===== src/rtl/scorehand.sv =====
// Baccarat hand scorer: three card codes -> total mod 10, bad-code flag, optional 1-cycle register.
// Optional `natural` output (two-card 8/9 with no third card) enabled by SCOREHAND_NATURAL_EN.

module scorehand_card (
  input  logic [3:0] code_i,
  output logic [3:0] val_o,
  output logic       bad_o
);
  // 10..13 are zero-valued court cards, 14/15 are illegal and also score zero.
  always_comb begin
    val_o = '0;
    bad_o = 1'b0;
    if (code_i <= 4'd9) val_o = code_i;
    else if (code_i >= 4'd14) bad_o = 1'b1;
  end
endmodule

module scorehand #(
  parameter bit OUT_REG = 1'b1
) (
  input  logic       clk,
  input  logic       reset,
  input  logic       in_valid,
  input  logic [3:0] card1,
  input  logic [3:0] card2,
  input  logic [3:0] card3,
  output logic [3:0] total,
  output logic       out_valid,
  output logic       bad_card
`ifdef SCOREHAND_NATURAL_EN
  , output logic     natural
`endif
);
  localparam int NUM_CARDS = 3;

  logic [NUM_CARDS-1:0][3:0] card, val;
  logic [NUM_CARDS-1:0]      bad;
  logic [4:0]                sum, sum1;
  logic [3:0]                total_d;
  logic                      bad_d;

  assign card = {card3, card2, card1};

  for (genvar i = 0; i < NUM_CARDS; i++) begin : g_card
    scorehand_card u_card (.code_i(card[i]), .val_o(val[i]), .bad_o(bad[i]));
  end

  // Sum is at most 27, so two conditional subtracts of 10 complete the mod.
  assign sum     = 5'(val[0]) + 5'(val[1]) + 5'(val[2]);
  assign sum1    = (sum  >= 5'd10) ? sum  - 5'd10 : sum;
  assign total_d = 4'((sum1 >= 5'd10) ? sum1 - 5'd10 : sum1);
  assign bad_d   = |bad;

`ifdef SCOREHAND_NATURAL_EN
  logic [4:0] pair;
  logic [3:0] pair_mod;
  logic       nat_d;

  assign pair     = 5'(val[0]) + 5'(val[1]);
  assign pair_mod = 4'((pair >= 5'd10) ? pair - 5'd10 : pair);
  assign nat_d    = (pair_mod >= 4'd8) && (card3 == 4'd0);
`endif

  if (OUT_REG) begin : g_reg
    logic [3:0] total_q;
    logic       bad_q, vld_q;
`ifdef SCOREHAND_NATURAL_EN
    logic       nat_q;
`endif

    // Results hold across idle cycles; only the valid bit follows in_valid.
    always_ff @(posedge clk) begin
      if (reset) begin
        total_q <= '0;
        bad_q   <= 1'b0;
        vld_q   <= 1'b0;
`ifdef SCOREHAND_NATURAL_EN
        nat_q   <= 1'b0;
`endif
      end else begin
        vld_q <= in_valid;
        if (in_valid) begin
          total_q <= total_d;
          bad_q   <= bad_d;
`ifdef SCOREHAND_NATURAL_EN
          nat_q   <= nat_d;
`endif
        end
      end
    end

    assign total     = total_q;
    assign bad_card  = bad_q;
    assign out_valid = vld_q;
`ifdef SCOREHAND_NATURAL_EN
    assign natural   = nat_q;
`endif
  end else begin : g_comb
    assign total     = total_d;
    assign bad_card  = bad_d;
    assign out_valid = in_valid;
`ifdef SCOREHAND_NATURAL_EN
    assign natural   = nat_d;
`endif
  end
endmodule


===== config.mk =====
export PLATFORM = sky130hd
export DESIGN_NAME = scorehand
export DESIGN_NICKNAME = d
export VERILOG_FILES = /design/src/rtl/scorehand.sv
export SDC_FILE = /design/constraint.sdc
export NUM_CORES = 1
export LEC_CHECK = 0
export BUFFER_PORTS_ARGS = -buffer_cell sky130_fd_sc_hd__buf_2
export CAP_MARGIN = 20
export CORE_ASPECT_RATIO = 0.8
export CORE_MARGIN = 2
export CORE_UTILIZATION = 33
export CTS_CLUSTER_DIAMETER = 50
export DETAILED_ROUTE_END_ITERATION = 12
export MAX_ROUTING_LAYER = met4
export PLACE_DENSITY = 0.59
export REMOVE_ABC_BUFFERS = 1
export SLEW_MARGIN = 20
export SYNTH_ARGS = -nofsm -noshare
export SYNTH_HDL_FRONTEND = slang
export SYNTH_SLANG_ARGS = --single-unit

===== constraint.sdc =====
create_clock -name clk -period 4 [get_ports clk]
set_clock_uncertainty 0.15 [all_clocks]
set_input_delay 0 -clock clk [delete_from_list [all_inputs] [get_ports clk]]
set_output_delay 0 -clock clk [all_outputs]
set_load 0.02 [all_outputs]

; ---- After elaboration in Yosys (flattened, before gate mapping)
; Index checks and enable logic that the tools add are counted.
[classes]
eq_ne = 0
addsub = 4
mux = 11
magnitude_cmp = 8
n_reduce_logical = 1
mul = 0
bitwise_logic = 0
div = 0
shifts = 0
[op_table]
columns = cell, n
row1 = 4-bit two-way mux, 4
row2 = "4-bit >= comparator, second input constant", 3
row3 = "4-bit <= comparator, second input constant", 3
row4 = "5-bit by 4-bit >= comparator with 1-bit output, second input constant", 2
row5 = 1-bit two-way mux, 6
row6 = 4-bit by 4-bit adder with 5-bit output, 1
row7 = 5-bit by 4-bit adder with 5-bit output, 1
row8 = 5-bit two-way mux, 1
row9 = "5-bit by 4-bit subtractor with 5-bit output, second input constant", 1
row10 = "4-bit subtractor, second input constant", 1
row11 = 3-bit OR reduction, 1
[word_totals]
n_memories = 0
regBits = 6
inputBits = 15
ram_bits = 0
latch_bits = 0
output_inout_bits = 6
mem_bits_ro = 0

; ---- Depth between registers and ports, before layout
; Gate-level depths: netlist of run 1.
[logic_depth]
depth_word = 8
ltp_mapped = 17

; ---- Modules after synthesis
; From an unflattened synthesis of run 1, not the netlist that was laid out.
[hier_totals]
cells_unflattened = 94
area_unflattened_um2 = 784.5
[by_module_without_submodules]
columns = module, seq_area_each_um2, area_per_inst_um2, n_inst, cells_each
row1 = scorehand, 120.1, 653.1, 1, 76
row2 = scorehand_card, 0.0, 43.8, 3, 6

; ---- Worst setup path before layout of run 1
; No wires, ideal clock.
[synth_path]
path_kind = input to register
startpoint = in card1[1]
endpoint = reg g_reg.total_q[1], in the netlist total[1]
setup_time_ps = 143
path_stages = 17
setup_slack_ps = 721
n_path_buf = 0
arrival_ps = 2986
path_cell_list = o21ai_0 and2_1 fa_1 ha_1 fa_1 inv_1 ha_1 nor2b_1 o21ai_0 o21ai_1 mux2_2 inv_1 ha_1 inv_1 a21o_1 o211ai_1 o311ai_0
[synth_between]
elab_chain_cells = 8
[synth_rtl]
columns = element, line
row1 = "start, declared", 24  ; input logic [3:0] card1,
row2 = 4-bit <= comparator, 13  ; if (code_i <= 4'd9) val_o = code_i;
row3 = 4-bit two-way mux (*), 13
row4 = 4-bit by 4-bit adder with 5-bit output (*), 49  ; assign sum = 5'(val[0]) + 5'(val[1]) + 5'(val[2]);
row5 = 5-bit by 4-bit adder with 5-bit output (*), 49
row6 = 5-bit by 4-bit subtractor with 5-bit output / 5-bit by 4-bit >= comparator with 1-bit output (equally long branches), 50  ; assign sum1 = (sum >= 5'd10) ? sum - 5'd10 : sum;
row7 = 5-bit two-way mux (*), 50
row8 = 4-bit subtractor / 5-bit by 4-bit >= comparator with 1-bit output (equally long branches), 51  ; assign total_d = 4'((sum1 >= 5'd10) ? sum1 - 5'd10 : sum1);
row9 = 4-bit two-way mux (*), 51
row10 = "end signal, assigned", 83  ; total_q <= total_d;
row11 = "end, declared", 65  ; logic [3:0] total_q;
; Every way passes the cells marked *; elsewhere a longest branch is shown, timed or not.
; A chain may end at the register's enable or synchronous reset.

; ---- Worst setup path in the final report of run 1
[layout_path]
startpoint = in card1[3]
endpoint = reg g_reg.total_q[3], in the netlist total[3]
; Same word-level chain as after synthesis.

==> results of run 1 <==
power breakdown:
group          internal [µW]  switching (µW)  total, µW
Clock                   33.9            21.0       54.9
Sequential              71.2            3.97       75.1
Combinational            106             123        228
cells by family after synthesis:
logic type	synth area share, %
flip-flops	15.7
XOR/XNOR	3.28
AND/OR/NAND/NOR	28.9
multiplexers	4.75
adder cells (fa/ha/maj)	23.0
buffers and inverters	5.41
AO/OA/AOI/OAI	19.0
registers in the layout, summed over array words and instances, names as in the netlist:
| name | cells |
|---|---|
| bad_card | 1 |
| out_valid | 1 |
| total | 4 |
cell usage in the layout, fill, tap and decap left out, types with 4 or more instances in the layout:
cell,count
sky130_fd_sc_hd__nor3b_1,4
sky130_fd_sc_hd__nor2b_1,4
sky130_fd_sc_hd__buf_2,20
sky130_fd_sc_hd__nand2b_1,4
sky130_fd_sc_hd__fa_1,5
sky130_fd_sc_hd__nand3_1,4
sky130_fd_sc_hd__dfxtp_1,6
sky130_fd_sc_hd__inv_1,10
sky130_fd_sc_hd__ha_1,5
sky130_fd_sc_hd__o21ai_0,6
sky130_fd_sc_hd__nor2_1,7
layer usage:
metal,vias up,wire (µm),global-route usage (%),part of all wire [%]
met4,0,0,0,0
li1,370,-,-,-
met3,0,15,1.65,0.98
met5,-,0,-,0
met2,4,713,23.2,46
met1,317,805,17.5,52
final timing paths:
| path | startpoint | end | slack [ns] |
|---|---|---|---|
| worst min-delay path | card3[2] | bad_card | 0.04 |
| worst max register to register | total[3] | total[3] | 2.62 |
| worst min register to register | total[0] | total[0] | 0.34 |
| worst max-delay path | card1[3] | total[3] | 0.24 |
through the flow:
step / power [µW] / TNS, ns
after floorplan: 232 / 0
after global placement: 278 / 0
after detailed placement: 282 / 0
after CTS: 342 / 0
after global routing: 393 / -0.00509
final: 358 / 0
cell type report:
class | count | area share (%)
repair buffers | 25 | 15.0
multi-input cells | 73 | 63.2
well taps | 25 | 3.23
inverters | 10 | 3.88
flip-flops and latches | 6 | 12.4
clock buffers | 3 | 2.33
worst reg2reg max path, cell delays in order (launching register included):
cell	delay [ns]
sky130_fd_sc_hd__dfxtp_1	0.31
sky130_fd_sc_hd__nor2_1	0.05
sky130_fd_sc_hd__a311oi_2	0.23
sky130_fd_sc_hd__dlygate4sd3_1	0.58
timing repair:
| item | CTS | global route |
|---|---|---|
| setup buffers | 0 | 2 |
| setup endpoints to repair | 0 | 1 |
| gates resized for setup | 0 | 4 |
| hold endpoints to repair | 4 | 0 |
| hold buffers | 3 | 0 |
==> results.md, run 1 <==
| Metric | This run | Unit |
|:---|:---|:---|
| Depth of the worst register-to-register path | 3 | - |
| Setup WS pre-CTS | 0.321 | ns |
| Total count of hold-check failures in the final report | 0 | - |
| Worst path bufs/invs | 3 | - |
| Seq/Total Area, Yosys | 15.7 | % |
| Measured slew at the worst slew-check pin | 0.412 | ns |
| Share of cells above drive strength 1 | 33.3 | % |
| DP HPWL | 1320 | µm |
| Worst path top cell family by delay | adder cells | - |
| Area Growth Syn to Fin | 26.9 | % |
| Number of antenna violations at the first check in global routing | 0 | - |
| Share of the synthesized area in the top cell type | 15.7 | % |
| Detailed-route DRC error count | 0 | - |
| Std-Cell Core Area | 0.00218 | mm² |
| Number of instances in the placed design | 134 | - |
| Flip-flop cell with the highest count after synthesis | sky130_fd_sc_hd__dfxtp_1 | - |
| Achievable frequency | 266 | MHz |
| Delay contributed by the slowest stage of the critical path | 0.58 | ns |
| Critical path cell sequence | buf_2 > o21ai_0 > and2_1 > fa_1 > ha_2 > fa_1 > inv_1 > ha_1 > or3_2 > mux2_4 > a211oi_4 > o21ai_2 > a311oi_2 > dlygate4sd3_1 | - |
| Maximum VDD drop | 0.224 | mV |
| Post-DRT Antenna Nets | 0 | - |
| Via count of the first global-routing pass | 647 | - |
| Number of buffers inserted during clock tree synthesis | 3 | - |
| Final design area excluding fillers | 968 | µm² |
| Largest buffer count on any clock path | 2 | - |
| Antenna diode count | 0 | - |
| Number of cells on the critical path | 14 | - |
| Clock transition time at the flip-flop clock pins of the worst setup and hold paths | 0.04 | ns |
| Cell accounting for the most synthesized area | sky130_fd_sc_hd__dfxtp_1 | - |
| Total area of multi-input combinational cells | 612 | µm² |
| Hold-critical path depth | 5 | - |
| Static leakage | 0.000450 | µW |
| Number of optimization iterations in the first detailed-route pass | 2 | - |
| Root Buffer | sky130_fd_sc_hd__clkbuf_4 | - |
| Clock tree from TritonCTS | done | - |
| Number of vias per cell after detailed routing | 4.87 | - |
| Commonest cells in the netlist | 10 x sky130_fd_sc_hd__inv_1, 7 x sky130_fd_sc_hd__nor2_1, 7 x sky130_fd_sc_hd__o21ai_0 | - |
| CP max stage cell | sky130_fd_sc_hd__fa_1 | - |
| Post-synth ARST share | 0 | % |
| Worst path required time | 4.02 | ns |
| Detailed-route wire length per cell | 10.8 | µm |
| Filler cell count | 221 | - |
| Number of different library cells in the post-synthesis netlist | 36 | - |
| Max-cap viol count | 0 | - |
| Placer Congestion | 0.764 | - |
| Nature of the critical path endpoint | register | - |
| Power density of the placed cells | 370 | mW/mm² |
| Final period utilization | 94.0 | % |
| Clock period minus worst slack | 3.76 | ns |
| Worst-path maximum fanout | 5 | - |
| Count of standard-cell rows | 15 | - |
| TritonCTS sink count | 6 | - |
| Cell with the most instances after synthesis | sky130_fd_sc_hd__inv_1 | - |
| Ys Warns | 0 | - |
| Worst Slack Setup Final | 0.241 | ns |
| Setup violations, final | 0 | - |
| CTS HTree Levels | 1 | - |
| Max-slew violation total from the final report | 0 | - |
| Flop and latch count out of synthesis | 6 | - |
| Width of the chip | 57.8 | µm |
| Vias after detailed routing | 691 | - |
| Register area | 120 | µm² |
| Number of top-level design ports | 21 | - |
| Count of routing violations after the opening detailed-route iteration | 13 | - |
| Worst hold-check path type | input pin to register | - |
| Aggregate routed wire length | 1530 | µm |
| Height of the die | 47.0 | µm |
| Worst path most repeated cell | sky130_fd_sc_hd__fa_1 | - |
| Worst Path Class, Setup | input pin to register | - |
| Effective utilization at floorplan | 35.1 | % |
| Placement Cell Area | 891 | µm² |
| Count of buffers from port buffering | 20 | - |
| Pin count of the biggest net entering global routing | 10 | - |
| Avg Inst Size Synth | 8.48 | µm² |
| Insertion delay to the later sink of the worst-skew pair | 0.23 | ns |
| Critical path arrival | 3.78 | ns |
| Remaining max-slew budget at the tightest pin | 72.5 | % |
| GRT Resource Usage Total | 13.2 | % |
| Number of nets in the layout | 145 | - |
| Status | completed | - |
| Leading post-synthesis cells by cell area | sky130_fd_sc_hd__dfxtp_1 16%, sky130_fd_sc_hd__fa_1 13%, sky130_fd_sc_hd__ha_1 9.8% | - |
| Final core utilization | 44.5 | % |
| Grt total ovfl | 0 | - |
| Kind of start point of the critical path | input pin | - |
| Die area | 0.00272 | mm² |
| Filler-free cell count of the finished design | 142 | - |
| Cell area after technology mapping | 763 | µm² |
| Number of instances in the synthesized netlist | 90 | - |
| Worst Hold Slack | 0.0445 | ns |
| Wire length of the first global-routing pass | 2720 | µm |
| Post-synth EDFFs | 0 | - |
(Power assumes the default switching activity.)
==> inputs of run 2 (changes only) <==
--- a/config.mk
+++ b/config.mk
@@ -5,6 +5,7 @@
 export SDC_FILE = /design/constraint.sdc
 export NUM_CORES = 1
 export LEC_CHECK = 0
+export ABC_AREA = 1
 export BUFFER_PORTS_ARGS = -buffer_cell sky130_fd_sc_hd__buf_2
 export CAP_MARGIN = 20
 export CORE_ASPECT_RATIO = 0.8
@@ -13,7 +14,7 @@
 export CTS_CLUSTER_DIAMETER = 50
 export DETAILED_ROUTE_END_ITERATION = 12
 export MAX_ROUTING_LAYER = met4
-export PLACE_DENSITY = 0.59
+export PLACE_DENSITY = 0.58
 export REMOVE_ABC_BUFFERS = 1
 export SLEW_MARGIN = 20
 export SYNTH_ARGS = -nofsm -noshare
==> run 2 against run 1 <==
Effect of this change:
- design area grew 4.1%
- die area is 1.8% higher
- worst setup slack worse by 0.0055 ns
- maximum frequency decreased by 0.15%
- largest power group unchanged
==> results.md, run 2 <==
| Metric | This run | Unit |
|:---|:---|:---|
| Cell accounting for the most synthesized area | sky130_fd_sc_hd__dfxtp_1 | - |
| Post-DRT Antenna Nets | 0 | - |
| Number of different library cells in the post-synthesis netlist | 17 | - |
| Clock period minus worst slack | 3.77 | ns |
| Leading cell type in the layout, fill and taps excluded | sky130_fd_sc_hd__inv_1 | - |
| Worst-path maximum fanout | 4 | - |
| Number of nets in the layout | 175 | - |
| CP max stage cell | sky130_fd_sc_hd__dlygate4sd3_1 | - |
| DP HPWL | 1460 | µm |
| Avg Inst Size Synth | 6.60 | µm² |
| Area Growth Syn to Fin | 29.6 | % |
| Share of power burned in combinational logic | 67.8 | % |
| Number of optimization iterations in the first detailed-route pass | 4 | - |
| Share of cells above drive strength 1 | 29.9 | % |
| Static leakage | 0.000553 | µW |
| Number of antenna violations at the first check in global routing | 0 | - |
| Commonest cells in the netlist | 25 x sky130_fd_sc_hd__inv_1, 18 x sky130_fd_sc_hd__nand2_1, 15 x sky130_fd_sc_hd__nor2_1 | - |
| Met1 global-route usage | 19.3 | % |
| Cell area after technology mapping | 778 | µm² |
| Ys Warns | 0 | - |
| Power density of the placed cells | 401 | mW/mm² |
| Post-synth EDFFs | 0 | - |
| Detailed-route wire length per cell | 10.2 | µm |
| Count of routing violations after the opening detailed-route iteration | 24 | - |
| Vias after detailed routing | 795 | - |
| Worst path top cell family by delay | adder cells | - |
| Part of the power in registers | 18.5 | % |
| Worst Hold Slack | 0.269 | ns |
| Delay contributed by the slowest stage of the critical path | 0.54 | ns |
| Final core utilization | 45.9 | % |
| Kind of start point of the critical path | input pin | - |
| Measured slew at the worst slew-check pin | 0.347 | ns |
| Cell with the most instances after synthesis | sky130_fd_sc_hd__inv_1 | - |
| Via count of the first global-routing pass | 674 | - |
| Number of vias per cell after detailed routing | 4.62 | - |
| Final period utilization | 94.1 | % |
| Leading post-synthesis cells by cell area | sky130_fd_sc_hd__dfxtp_1 15%, sky130_fd_sc_hd__fa_1 13%, sky130_fd_sc_hd__inv_1 12% | - |
| Count of standard-cell rows | 15 | - |
| Sum of internal, switching and leakage power | 404 | µW |
| Post-synth ARST share | 0 | % |
| Height of the die | 47.4 | µm |
| Most used routing layer in global routing | met2 | - |
| Status | completed | - |
| Worst path bufs/invs | 7 | - |
| Wire length of the first global-routing pass | 2770 | µm |
| Seq/Total Area, Yosys | 15.4 | % |
| Net switching power of the design | 195 | µW |
| Internal power | 210 | µW |
| Insertion delay to the later sink of the worst-skew pair | 0.24 | ns |
| Effective utilization at floorplan | 35.4 | % |
| Worst path most repeated cell | sky130_fd_sc_hd__nand2_1 | - |
| TritonCTS sink count | 6 | - |
| Detailed-route DRC error count | 0 | - |
| Achievable frequency | 266 | MHz |
| Clock tree from TritonCTS | done | - |
| Grt total ovfl | 0 | - |
| Sw Share | 48.1 | % |
| Total count of hold-check failures in the final report | 0 | - |
| Die area | 0.00277 | mm² |
| Worst hold-check path type | input pin to register | - |
| Flip-flop count of the largest register, all copies and words added | 4 | - |
| Root Buffer | sky130_fd_sc_hd__clkbuf_4 | - |
| Setup total negative slack | 0 | ns |
| Met2 demand-to-capacity share in global routing | 21.3 | % |
| Placer Congestion | 0.817 | - |
| Number of instances in the synthesized netlist | 118 | - |
| Worst Path Class, Setup | input pin to register | - |
| Share of total power in the clock network | 13.7 | % |
| Pin count of the biggest net entering global routing | 8 | - |
| CTS HTree Levels | 1 | - |
| Largest buffer count on any clock path | 2 | - |
| Max-slew violation total from the final report | 0 | - |
| Number of buffers inserted during clock tree synthesis | 3 | - |
| GRT met3 Usage | 2.43 | % |
| Antenna diode count | 0 | - |
| GRT Resource Usage Total | 13.7 | % |
| Number of top-level design ports | 21 | - |
| Clock transition time at the flip-flop clock pins of the worst setup and hold paths | 0.04 | ns |
| Critical path arrival | 3.75 | ns |
| Setup violations, final | 0 | - |
| Worst path required time | 3.98 | ns |
| Maximum VDD drop | 0.297 | mV |
| Max-cap viol count | 0 | - |
| Std-Cell Core Area | 0.00220 | mm² |
| Aggregate routed wire length | 1760 | µm |
| Nature of the critical path endpoint | register | - |
| Filler cell count | 244 | - |
| Width of the chip | 58.3 | µm |
| Flip-flop cell with the highest count after synthesis | sky130_fd_sc_hd__dfxtp_1 | - |
| Remaining max-slew budget at the tightest pin | 76.7 | % |
| Flop and latch count out of synthesis | 6 | - |
| Count of buffers from port buffering | 20 | - |
| Share of the synthesized area in the top cell type | 15.4 | % |
| Commonest cells after routing, fill and taps aside | 24 x sky130_fd_sc_hd__inv_1, 20 x sky130_fd_sc_hd__buf_2, 18 x sky130_fd_sc_hd__nand2_1 | - |
[run 2: cell count changes after synthesis, moves of 6 or more]
| cell | change |
|---|---|
| sky130_fd_sc_hd__inv_1 | +15 |
| sky130_fd_sc_hd__nand2_1 | +15 |
| sky130_fd_sc_hd__nand3_1 | +8 |
| sky130_fd_sc_hd__nor2_1 | +8 |
| sky130_fd_sc_hd__nand2_2 | +6 |
[run 2: cells by family (layout without fill, tap and decap cells)]
group,Yosys count,after routing,share of synthesized area [%]
flip-flops,6,6,15.4
AO/OA/AOI/OAI,18,18,14.5
adder cells (fa/ha/maj),11,11,22.5
AND/OR/NAND/NOR,57,57,35.0
buffers and inverters,26,55,12.5
[run 2: worst min-delay path, cell delays in order]
cell	delay (ns)
sky130_fd_sc_hd__buf_2	0.07
sky130_fd_sc_hd__o21a_1	0.13
sky130_fd_sc_hd__fa_1	0.26
sky130_fd_sc_hd__nor2_1	0.07
sky130_fd_sc_hd__nor2_1	0.08
[run 2: path summary, 6_finish.rpt]
check / startpoint / end / slack (ns) / cells past startpoint
max: card1[1] / total[3] / 0.23 / 25
min: card2[0] / total[0] / 0.27 / 5
max reg2reg: bad_card / bad_card / 2.67 / 3
min reg2reg: total[3] / total[3] / 0.33 / 2
[run 2: cell type report]
cell class / instances / area (µm²) / area share (%)
Tap cell: 25 / 31.3 / 3.10
Clock buffer: 3 / 22.5 / 2.23
Sequential cell: 6 / 120 / 11.9
Multi-Input combinational cell: 86 / 579 / 57.4
Timing Repair Buffer: 26 / 158 / 15.6
Inverter: 26 / 97.6 / 9.68
[run 2: repair_timing]
item                                   4_1_cts  5_1_grt
gates resized for setup                      0        7
setup endpoints to repair                    0        3
setup buffers                                0        1
endpoints found under the hold margin        6        0
hold buffers                                 5        0
[run 2: layer usage]
layer	up-vias	share of wire (%)
li1	431	-
met1	355	52
met2	9	46
met3	0	2.6
met4	0	0
met5	-	0
[run 2: power by group through the flow]
stage	sequential, µW	clock [µW]	combinational, µW
final	74.9	55.3	274
after global routing	75.9	62.7	314
after CTS	75.2	57.0	263
after detailed placement	76.1	0	258
after global placement	75.5	0	253
after floorplan	89.0	0	189
[run 2: stage by stage]
step,setup slack [ns],instances,cell area [µm²]
floorplan,0.824,118,778
global placement,0.452,163,910
detailed placement,0.394,163,910
CTS,0.0920,171,982
global route,-0.0139,172,1010
finish,0.235,172,1010
